<file path="src/rtl/riscv_pkg.sv">
// Shared RV32I decode types: opcode/funct7 constants and the decoded bundle
// that both the decode stage and the execution unit consume.
package riscv_pkg;

  localparam int DEC_XLEN = 32;

  localparam logic [6:0] OPC_LUI    = 7'b0110111;
  localparam logic [6:0] OPC_AUIPC  = 7'b0010111;
  localparam logic [6:0] OPC_OP     = 7'b0110011;
  localparam logic [6:0] OPC_OP_IMM = 7'b0010011;
  localparam logic [6:0] OPC_LOAD   = 7'b0000011;
  localparam logic [6:0] OPC_STORE  = 7'b0100011;
  localparam logic [6:0] OPC_JALR   = 7'b1100111;

  localparam logic [6:0] F7_BASE = 7'b0000000;
  localparam logic [6:0] F7_ALT  = 7'b0100000;

  typedef struct packed {
    logic [6:0]          opcode;
    logic [2:0]          funct3;
    logic [6:0]          funct7;
    logic [19:0]         imm;
    logic [4:0]          rs1_idx;
    logic [4:0]          rs2_idx;
    logic [4:0]          rd_idx;
    logic [DEC_XLEN-1:0] pc;
    logic                illegal;
  } dec_bundle_t;

endpackage

</file>
<file path="src/rtl/riscv_insn_fields.sv">
// Combinational slicing of one RV32I word into a dec_bundle_t, including
// format-dependent immediate and illegal-encoding detection.
module riscv_insn_fields
  import riscv_pkg::*;
#(
  parameter int XLEN = 32
) (
  input  logic [31:0]     insn,
  input  logic [XLEN-1:0] insn_pc,
  output dec_bundle_t     bundle
);

  logic        ill;
  logic [19:0] imm_raw;

  always_comb begin
    ill     = (insn[1:0] != 2'b11);
    imm_raw = '0;
    case (insn[6:0])
      OPC_LUI, OPC_AUIPC:            imm_raw = insn[31:12];
      OPC_OP_IMM, OPC_LOAD, OPC_JALR: imm_raw = {{8{insn[31]}}, insn[31:20]};
      OPC_STORE:                     imm_raw = {{8{insn[31]}}, insn[31:25], insn[11:7]};
      OPC_OP: begin
        if (insn[31:25] != F7_BASE && insn[31:25] != F7_ALT)
          ill = 1'b1;
        else if (insn[31:25] == F7_ALT && insn[14:12] != 3'b000 && insn[14:12] != 3'b101)
          ill = 1'b1;
      end
      default: ill = 1'b1;
    endcase
  end

  // Illegal words keep their raw fields but never carry an immediate.
  always_comb begin
    bundle         = '0;
    bundle.opcode  = insn[6:0];
    bundle.funct3  = insn[14:12];
    bundle.funct7  = insn[31:25];
    bundle.imm     = ill ? 20'd0 : imm_raw;
    bundle.rs1_idx = insn[19:15];
    bundle.rs2_idx = insn[24:20];
    bundle.rd_idx  = insn[11:7];
    bundle.pc      = DEC_XLEN'(insn_pc);
    bundle.illegal = ill;
  end

endmodule

</file>
<file path="src/rtl/riscv_insn_decode.sv">
// Decode stage: decodes at push time and buffers bundles in a small FIFO so
// fetch and execute are decoupled with no combinational ready path.
module riscv_insn_decode
  import riscv_pkg::*;
#(
  parameter int XLEN  = 32,
  parameter int DEPTH = 2
) (
  input  logic            clk,
  input  logic            rst_n,
  input  logic            flush,
  input  logic            insn_valid,
  output logic            insn_ready,
  input  logic [31:0]     insn,
  input  logic [XLEN-1:0] insn_pc,
  output logic            dec_valid,
  input  logic            dec_ready,
  output logic [6:0]      opcode,
  output logic [2:0]      funct3,
  output logic [6:0]      funct7,
  output logic [19:0]     imm,
  output logic [4:0]      rs1_idx,
  output logic [4:0]      rs2_idx,
  output logic [4:0]      rd_idx,
  output logic [XLEN-1:0] pc,
  output logic            illegal
);

  localparam int PW = (DEPTH > 1) ? $clog2(DEPTH) : 1;
  localparam int CW = PW + 1;

  dec_bundle_t   wr_bundle, head;
  dec_bundle_t   mem_q [DEPTH];
  dec_bundle_t   mem_d [DEPTH];
  logic [PW-1:0] wr_ptr_q, wr_ptr_d, rd_ptr_q, rd_ptr_d;
  logic [CW-1:0] count_q, count_d;
  logic          push, pop;

  riscv_insn_fields #(.XLEN(XLEN)) u_fields (
    .insn    (insn),
    .insn_pc (insn_pc),
    .bundle  (wr_bundle)
  );

  // Ready depends on registered occupancy only, so a full buffer never
  // accepts even when the head is consumed in the same cycle.
  assign insn_ready = (count_q < CW'(DEPTH));
  assign dec_valid  = (count_q != '0);
  assign push       = insn_valid && insn_ready;
  assign pop        = dec_valid && dec_ready;

  always_comb begin
    mem_d    = mem_q;
    wr_ptr_d = wr_ptr_q;
    rd_ptr_d = rd_ptr_q;
    count_d  = count_q;
    if (flush) begin
      wr_ptr_d = '0;
      rd_ptr_d = '0;
      count_d  = '0;
    end else begin
      if (push) begin
        mem_d[wr_ptr_q] = wr_bundle;
        wr_ptr_d        = wr_ptr_q + PW'(1);
      end
      if (pop) rd_ptr_d = rd_ptr_q + PW'(1);
      count_d = count_q + CW'(push) - CW'(pop);
    end
  end

  always_ff @(posedge clk or negedge rst_n) begin
    if (!rst_n) begin
      for (int i = 0; i < DEPTH; i++) mem_q[i] <= '0;
      wr_ptr_q <= '0;
      rd_ptr_q <= '0;
      count_q  <= '0;
    end else begin
      mem_q    <= mem_d;
      wr_ptr_q <= wr_ptr_d;
      rd_ptr_q <= rd_ptr_d;
      count_q  <= count_d;
    end
  end

  assign head    = dec_valid ? mem_q[rd_ptr_q] : '0;
  assign opcode  = head.opcode;
  assign funct3  = head.funct3;
  assign funct7  = head.funct7;
  assign imm     = head.imm;
  assign rs1_idx = head.rs1_idx;
  assign rs2_idx = head.rs2_idx;
  assign rd_idx  = head.rd_idx;
  assign pc      = XLEN'(head.pc);
  assign illegal = head.illegal;

endmodule

</file>
<file path="config.mk">
export PLATFORM = sky130hd
export DESIGN_NAME = riscv_insn_decode
export DESIGN_NICKNAME = d
export VERILOG_FILES = /design/src/rtl/riscv_pkg.sv /design/src/rtl/riscv_insn_fields.sv /design/src/rtl/riscv_insn_decode.sv
export SDC_FILE = /design/constraint.sdc
export NUM_CORES = 1
export LEC_CHECK = 0
export ABC_CLOCK_PERIOD_IN_PS = 2100
export BUFFER_PORTS_ARGS = -buffer_cell sky130_fd_sc_hd__buf_2
export CAP_MARGIN = 20
export CORE_MARGIN = 3
export CORE_UTILIZATION = 56
export CTS_CLUSTER_DIAMETER = 100
export CTS_CLUSTER_SIZE = 24
export DETAILED_ROUTE_END_ITERATION = 7
export GPL_TIMING_DRIVEN = 0
export PLACE_DENSITY = 0.87
export SLEW_MARGIN = 20
export SYNTH_ARGS = -nofsm -noshare
export SYNTH_HDL_FRONTEND = slang
export SYNTH_HIERARCHICAL = 1
export SYNTH_SLANG_ARGS = --single-unit
</file>
<file path="constraint.sdc">
create_clock -name clk -period 2.1 [get_ports clk]
set_input_delay 0.105 -clock clk [delete_from_list [all_inputs] [get_ports clk]]
set_output_delay 0.105 -clock clk [all_outputs]
set_load 0.05 [all_outputs]
</file>
Word level (Yosys, flattened, before mapping)
Index checks and enable logic that the tools add are counted.
Word-level totals
  bits in registers: 174
  bits in latches: 0
  ROM bits: 0
  memories kept: 0
  RAM bits: 0
  logic and storage cells: 75
Operators by class
  multiply operators: 0
  div/mod/pow operators: 0
  order comparisons: 4
  shifts and indexed selects: 0
  muxes and demuxes: 17
  add/sub/neg operators: 4
  reductions and logical operators: 15
  eq/ne operators: 11
  bitwise gates (word level): 3
Operators with widths (count)
  $mux 85: 5
  $bwmux 170: 1
  $demux 85 s1: 1
  $pmux 20 s3: 1
  $eq 7x6->1 const B: 4
  $mux 20: 1
  $eq 7x5->1 const B: 2
  $eq 7x2->1 const B: 1
  $eq 7x7->1 const B: 1
  $ne 7x6->1 const B: 1
  $reduce_bool 7->1: 1
  $logic_and 1x1->1: 6
  $mux 1: 6
  $reduce_bool 2->1: 3
  $reduce_or 6->1: 1
  $ge 2x2->1 const B: 2
  $not 1->2: 2
  $ne 3x3->1 const B: 1
  $reduce_bool 3->1: 1
  $reduce_or 3->1: 1
  $add 1x1->1 const B: 2
  $add 2x1->2: 1
  $lt 2x1->1 const B: 1
  $lt 2x2->1 const B: 1
  other kinds (7): 7

Longest topological paths before layout
Gate-level depths: netlist of the first run.
  word-level depth: 8
  depth in mapped cells: 8
  gate-level depth less buffers: 8

Hierarchy
The synthesis of the first run kept the hierarchy.
By module, submodules not included
  riscv_insn_decode: area an instance 7795.0 µm², times used 1, cells each 570
  riscv_insn_fields: area an instance 1014.7 µm², times used 1, cells each 130

Least setup slack after synthesis of the first run
Ideal clock, no wire load.
  kind: register to output
  start: reg rd_ptr_q
  end: out funct7[0]
  path slack: 0.287 ns
  arrival time: 1.708 ns
  path buffers: 3
  cell stages (with the launch flop): 6
  cells stage by stage: dfrtp_1 -> clkbuf_1 -> buf_2 -> buf_2 -> mux2i_1 -> nor2_1
Between the ends
  cells in the longest elaborated chain, start to end: 5
RTL lines
  start: declaration: RTL line riscv_insn_decode.sv:35  | logic [PW-1:0] wr_ptr_q, wr_ptr_d, rd_ptr_q, rd_ptr_d;
  start signal: assignment: RTL line riscv_insn_decode.sv:80  | rd_ptr_q <= rd_ptr_d;
  $not 1->2 (implied by the code): RTL line riscv_insn_decode.sv:85  | assign head = dec_valid ? mem_q[rd_ptr_q] : '0;
  $mux 85 (implied by the code) (3 in a row): RTL line riscv_insn_decode.sv:85
  $mux 85: RTL line riscv_insn_decode.sv:85
  end: declaration: RTL line riscv_insn_decode.sv:20  | output logic [6:0] funct7,
Every way passes these cells. The select of a mux whose other input is x is not followed.

Worst setup path in the final report of the first run
  start: reg rd_ptr_q
  end: out rs1_idx[3]
Between the ends
  cells in the longest elaborated chain, start to end: 5
RTL lines
  $not 1->2 (implied by the code): RTL line riscv_insn_decode.sv:85
  $mux 85 (implied by the code) (3 in a row): RTL line riscv_insn_decode.sv:85
  $mux 85: RTL line riscv_insn_decode.sv:85
  end: declaration: RTL line riscv_insn_decode.sv:22  | output logic [4:0] rs1_idx,
Every way passes these cells. The select of a mux whose other input is x is not followed.

==> out/metrics.cfg, run 1 <==
[yosys]
netlist.area_leader.share_pct = 49.4
synth_edf_count = 0
syn-instance-count = 700
ys_seq_elements = 174
yosysWarnings = 6
ys_top_cells_by_count = dfrtp_1, mux2_2, nor2_1
synthArstFlopShare_pct = 100
synth_most_common_cell = dfrtp_1
synth_area_um2 = 8810
ys_seq_area_share_pct = 49.4
ys.flop_type = dfrtp_1
ys_types = 42
syn-num-nets = 771
avgSynthCellArea_um2 = 12.6
synth_area_leader_cell = dfrtp_1
ys_top_cells_by_area = dfrtp_1, mux2_2, mux2i_1

[min_path]
hp-start = insn[17]
hold_class = in -> reg
hold_depth = 3
min_to = mem_q[45]

[sta]
rsz0062_at_grt = no
min_period_over_period_pct = 96.4
clock_skew_ns = 0.00720
fin_crit_ns = 2.02
drv_slew = 0
max_slew_margin_pct = 59.0
worst_pin_slew_ns = 0.615
hold_violations = 0
fmax_mhz = 494
finalSetupViolations = 0
hold_ws_ns = 0.0275

[clock_network]
cts_tree = yes
clock-sinks = 174
cts_setup_buffers = 0
cts-root-buf = clkbuf_16
clk_latency_ns = 0.43
cts_htree_levels = 4
clk_path_buf_depth = 2
clk_pin_slew_ns = 0.06
numCtsBuffers = 17

[critical_path]
critPathSlowestCell = dfrtp_1
rrSetupSlack_ns = 0.17
crit_type = reg -> out
reg2reg_depth = 5
crit_fanout = 10
r2r-end = mem_q[163]
crit_chain = buf_6 -> buf_4 -> mux2i_2 -> nor2_1 -> buf_2
reg2reg_from = count_q[1]
slowest_delay_ns = 0.44
critPathCaptureType = primary output
worst_setup_path_start_kind = register
cp.required_ns = 2.00
cp.arrival_ns = 1.92

[global_route]
grtUsageTotal_pct = 23.6
antenna_found_initial = 0
grt_remaining_overflow = 0
grt_pass1_wl_um = 32500
grt_max_degree = 96
grt_pass1_vias = 6216

[route]
drt-wirelength-per-cell_um = 18.3
vias = 6000
dr.pass1.iters = 4
viasPerCell = 5.45
drt-initial-drc-count = 312
wl_um = 20200
antenna_left = 0
route.detailed.drc = 0

[pwr]
p_leak_nw = 5.16
p_total_mw = 15.3
power.density_nw_per_um2 = 1430
peakVddDrop_uv = 902

[placement]
io_buffers = 121
hpwl_um = 13800
dpl.cell_count = 1033
gp_congestion = 0.782

[floorplanning]
die-area_um2 = 17300
rows = 45
core_um2 = 15300
start_util_pct = 57.5
io_pins = 156
die_w_um = 131
die_h_um = 131

[layout]
final_nets = 948
antenna_cells = 0
fillCellCount = 1091
fin_cells = 1101
drive_above_1_share_pct = 43.5
layout-area-overhead-vs-synth_pct = 21.5

[job]
maxCapViolations = 0

[outcome]
outcome = completed

-- critical path: cells and delay by family, from the launching register on --
family / cells / cell delay, ns
buffers and inverters: 3 / 0.68
DFF: 1 / 0.44
and+or+nand+nor: 1 / 0.07
muxes: 1 / 0.30
-- layout by cell type, fill, tap and decap left out, types with 2 or more instances in the layout --
cell	count
dfrtp_1	174
buf_2	137
mux2_2	120
nor2_1	90
mux2i_1	84
buf_4	76
mux2_1	50
dlygate4sd3_1	37
clkbuf_16	17
a221o_1	10
buf_6	8
a21o_1	8
and3_1	7
inv_1	5
clkbuf_8	5
o2111a_1	5
clkbuf_1	4
clkinv_2	4
xor2_1	3
clkinv_4	3
nand3_1	3
clkbuf_4	2
o21ai_0	2
nor2b_1	2
xnor2_1	2
ha_1	2
and3b_1	2
nand4b_1	2
-- per-stage QoR --
step	TNS (ns)	cell area (um2)	worst slack, ns	utilization, %
after global routing	0	10700	0.00454	69.9
after floorplan	0	8810	0.287	-
after detailed placement	-3.87	9720	-0.164	63.4
after global placement	-300.37	9680	-1.72	63.2
final	0	10700	0.0765	69.9
after CTS	0	10700	0.0491	69.9
-- layer usage --
layer | track usage [%] | wire [um] | vias to the layer above
met5 | 0 | 0 | -
met4 | 7.99 | 381 | 0
met3 | 4.86 | 1070 | 30
met2 | 39.7 | 10000 | 191
met1 | 30.7 | 8670 | 3041
li1 | - | - | 2738
-- cells by family after synthesis --
| family | synth area share (%) |
|---|---|
| AO/OA/AOI/OAI | 3.21 |
| XOR/XNOR | 0.497 |
| adder cells (fa/ha/maj) | 0.284 |
| buffers and inverters | 8.72 |
| flip-flops | 49.4 |
| multiplexers | 31.4 |
| AND/OR/NAND/NOR | 6.48 |
-- flip-flops by register name, indices dropped and copies added, names as in the netlist --
name	count
rd_ptr_q	1
count_q	2
mem_q	170
wr_ptr_q	1
-- power by group --
group,switching [mW],total (mW),leakage [nW],internal [mW]
Sequential,0.697,5.39,2.15,4.69
Clock,1.26,3.05,0.289,1.79
Combinational,4.38,6.84,2.72,2.46
-- timing repair --
action / CTS / global route
hold buffers: 37 / 0
gates resized for setup: 14 / 7
hold endpoints to repair: 152 / 0
setup endpoints to repair: 70 / 26
-- final cells by class --
type                       count  area [um2]  area share [%]
timing repair buffer         159        1010            9.46
clock buffer                  23         498            4.65
inverter                       5        18.8           0.175
buffer                       107         777            7.26
clock inverter                 9        83.8           0.783
multi-input combinational    413        3700            34.5
tap                          211         264            2.47
sequential                   174        4350            40.7
-- worst max-delay path by stage --
stage | start | cells past startpoint | to | slack [ns]
2_1_floorplan | rd_ptr_q | 5 | funct7[0] | 0.29
6_report | rd_ptr_q | 5 | rs1_idx[3] | 0.08
5_1_grt | rd_ptr_q | 5 | rs1_idx[3] | 0.005
4_1_cts | count_q[0] | 5 | imm[1] | 0.05
3_3_place_gp | rst_n | 1 | mem_q[60] | -1.72
3_5_place_dp | count_q[0] | 5 | imm[1] | -0.16
Note: power is estimated with default switching activity, not from simulation.
==> inputs of run 2 (changes only) <==
--- a/config.mk
+++ b/config.mk
@@ -14,9 +14,7 @@
 export CTS_CLUSTER_SIZE = 24
 export DETAILED_ROUTE_END_ITERATION = 7
 export GPL_TIMING_DRIVEN = 0
-export PLACE_DENSITY = 0.87
-export SLEW_MARGIN = 20
+export PLACE_DENSITY = 0.88
 export SYNTH_ARGS = -nofsm -noshare
 export SYNTH_HDL_FRONTEND = slang
-export SYNTH_HIERARCHICAL = 1
 export SYNTH_SLANG_ARGS = --single-unit
==> out/metrics.cfg, run 2 <==
[yosys]
ys_top_cells_by_area = dfrtp_1, nand2_1, mux2i_1
avgSynthCellArea_um2 = 8.54
synth_edf_count = 0
ys_types = 40
synthArstFlopShare_pct = 100
syn-num-nets = 1033
ys.flop_type = dfrtp_1
ys_top_cells_by_count = nand2_1, dfrtp_1, nor2_1
netlist.area_leader.share_pct = 53.0
syn-instance-count = 962
yosysWarnings = 0
synth_most_common_cell = nand2_1
ys_seq_elements = 174
synth_area_leader_cell = dfrtp_1
ys_seq_area_share_pct = 53.0
synth_area_um2 = 8210

[sta]
fin_crit_ns = 2.04
worst_pin_slew_ns = 0.801
hold_ws_ns = 0.118
clock_skew_ns = 0.00542
drv_slew = 0
rsz0062_at_grt = no
hold_violations = 0
tns_ns = 0
finalSetupViolations = 0
max_slew_margin_pct = 46.6
fin_ws_ns = 0.0567
fmax_mhz = 489
min_period_over_period_pct = 97.3

[layout]
layout-area-overhead-vs-synth_pct = 28.5
largest_registers = mem_q (170), count_q (2)
drive_above_1_share_pct = 19.9
final_nets = 1278
antenna_cells = 0
mostFrequentLayoutCell = nand2_1
mostFrequentLayoutCells = nand2_1, buf_2, dfrtp_1
design_area_um2 = 10600
top_register = mem_q
largest_register_ffs = 170

[critical_path]
crit_chain = nor2_4 -> buf_4 -> clkbuf_4 -> nor2_1 -> buf_2
cp.arrival_ns = 1.94
cp.required_ns = 2.00
slowest_delay_ns = 0.51
critPathSlowestCell = dfrtp_1
worst_setup_path_start_kind = register
crit_fanout = 10
crit_type = reg -> out
critPathCaptureType = primary output

[pwr]
p_leak_nw = 5.47
p_total_mw = 14.9
peakVddDrop_uv = 803
power.density_nw_per_um2 = 1420

[placement]
gp_congestion = 0.874
dp_slack_ns = -0.127
hpwl_um = 15500
io_buffers = 155
post_dp_cell_area_um2 = 9250

[global_route]
grt_max_degree = 107
grtUsageTotal_pct = 29.8
grt_pass1_wl_um = 38000
grt_pass1_vias = 7644
grt_remaining_overflow = 0
antenna_found_initial = 0

[clock_network]
cts_htree_levels = 4
clk_latency_ns = 0.43
cts-root-buf = clkbuf_16
cts_tree = yes
numCtsBuffers = 17
clk_path_buf_depth = 2
clock-sinks = 174
clk_pin_slew_ns = 0.06

[route]
dr.pass1.iters = 7
antenna_left = 0
route.detailed.drc = 0
vias = 7754
drt-wirelength-per-cell_um = 17.0
drt-initial-drc-count = 756
wl_um = 23800
viasPerCell = 5.54

[floorplanning]
die-area_um2 = 16200
die_h_um = 127
start_util_pct = 58.3
io_pins = 156
die_w_um = 127
rows = 43
core_um2 = 14100

[outcome]
outcome = completed

[job]
maxCapViolations = 0

[min_path]
hold_class = in -> reg

run 2: cell type report:
class,count,area (um2)
plain buffers,62,334
clock buffers,24,462
clock inverters,7,65.1
fillers,982,3540
inverters,3,11.3
multi-input cells,723,3590
flip-flops and latches,174,4350
well taps,180,225
repair buffers,226,1510
run 2: metal layers:
layer	up-vias	wire (um)	GRT usage (%)
met5	-	0	0
met2	412	11400	48.3
met3	67	2010	6.44
li1	3565	-	-
met1	3710	9570	39.3
met4	0	749	12.4
run 2: worst max-delay path, delay by kind of cell, from the launching register on:
family | cells | cell delay [ns]
AND/OR/NAND/NOR | 2 | 0.28
buffers and inverters | 3 | 0.71
flip-flops | 1 | 0.51
run 2: cell families (layout without fill, tap and decap cells):
logic type / after synthesis / after routing / share of synthesized area (%)
and+or+nand+nor: 589 / 589 / 28.4
DFF: 174 / 174 / 53.0
muxes: 85 / 85 / 10.4
buffers and inverters: 65 / 322 / 3.53
AOI/OAI and AO/OA: 42 / 42 / 3.81
xor gates and xnor gates: 5 / 5 / 0.533
adders and majority gates: 2 / 2 / 0.305
run 2: where the power goes:
part	switching [mW]	total, mW	leakage, nW	internal (mW)
combinational	4.55	6.59	3.00	2.04
sequential	0.760	5.46	2.22	4.70
clock	1.25	2.89	0.254	1.65
run 2: final timing paths:
check	start	to	slack [ns]	depth (start not counted)
setup / recovery	count_q[1]	imm[3]	0.06	5
hold / removal	insn[2]	mem_q[165]	0.12	4
setup reg to reg	count_q[1]	mem_q[142]	0.10	5
hold reg to reg	mem_q[109]	mem_q[109]	0.47	2
max in group asynchronous	rst_n	mem_q[21]	1.02	3
min in group asynchronous	rst_n	mem_q[73]	0.29	2
run 2: per-stage QoR:
stage               util, %  instances
floorplan                 -        962
global placement       65.4       1297
detailed placement     65.6       1298
CTS                    74.3       1393
global route           74.9       1399
finish                 74.9       1399
run 2: repair_timing:
item                                    in CTS  in global routing
cloned                                       0                  0
pin swaps                                    0                  0
hold buffers                                64                  0
endpoints found under the setup margin      77                121
hold endpoints to repair                   237                  0
buffers inserted                             0                  6
gates resized for setup                     21                 18
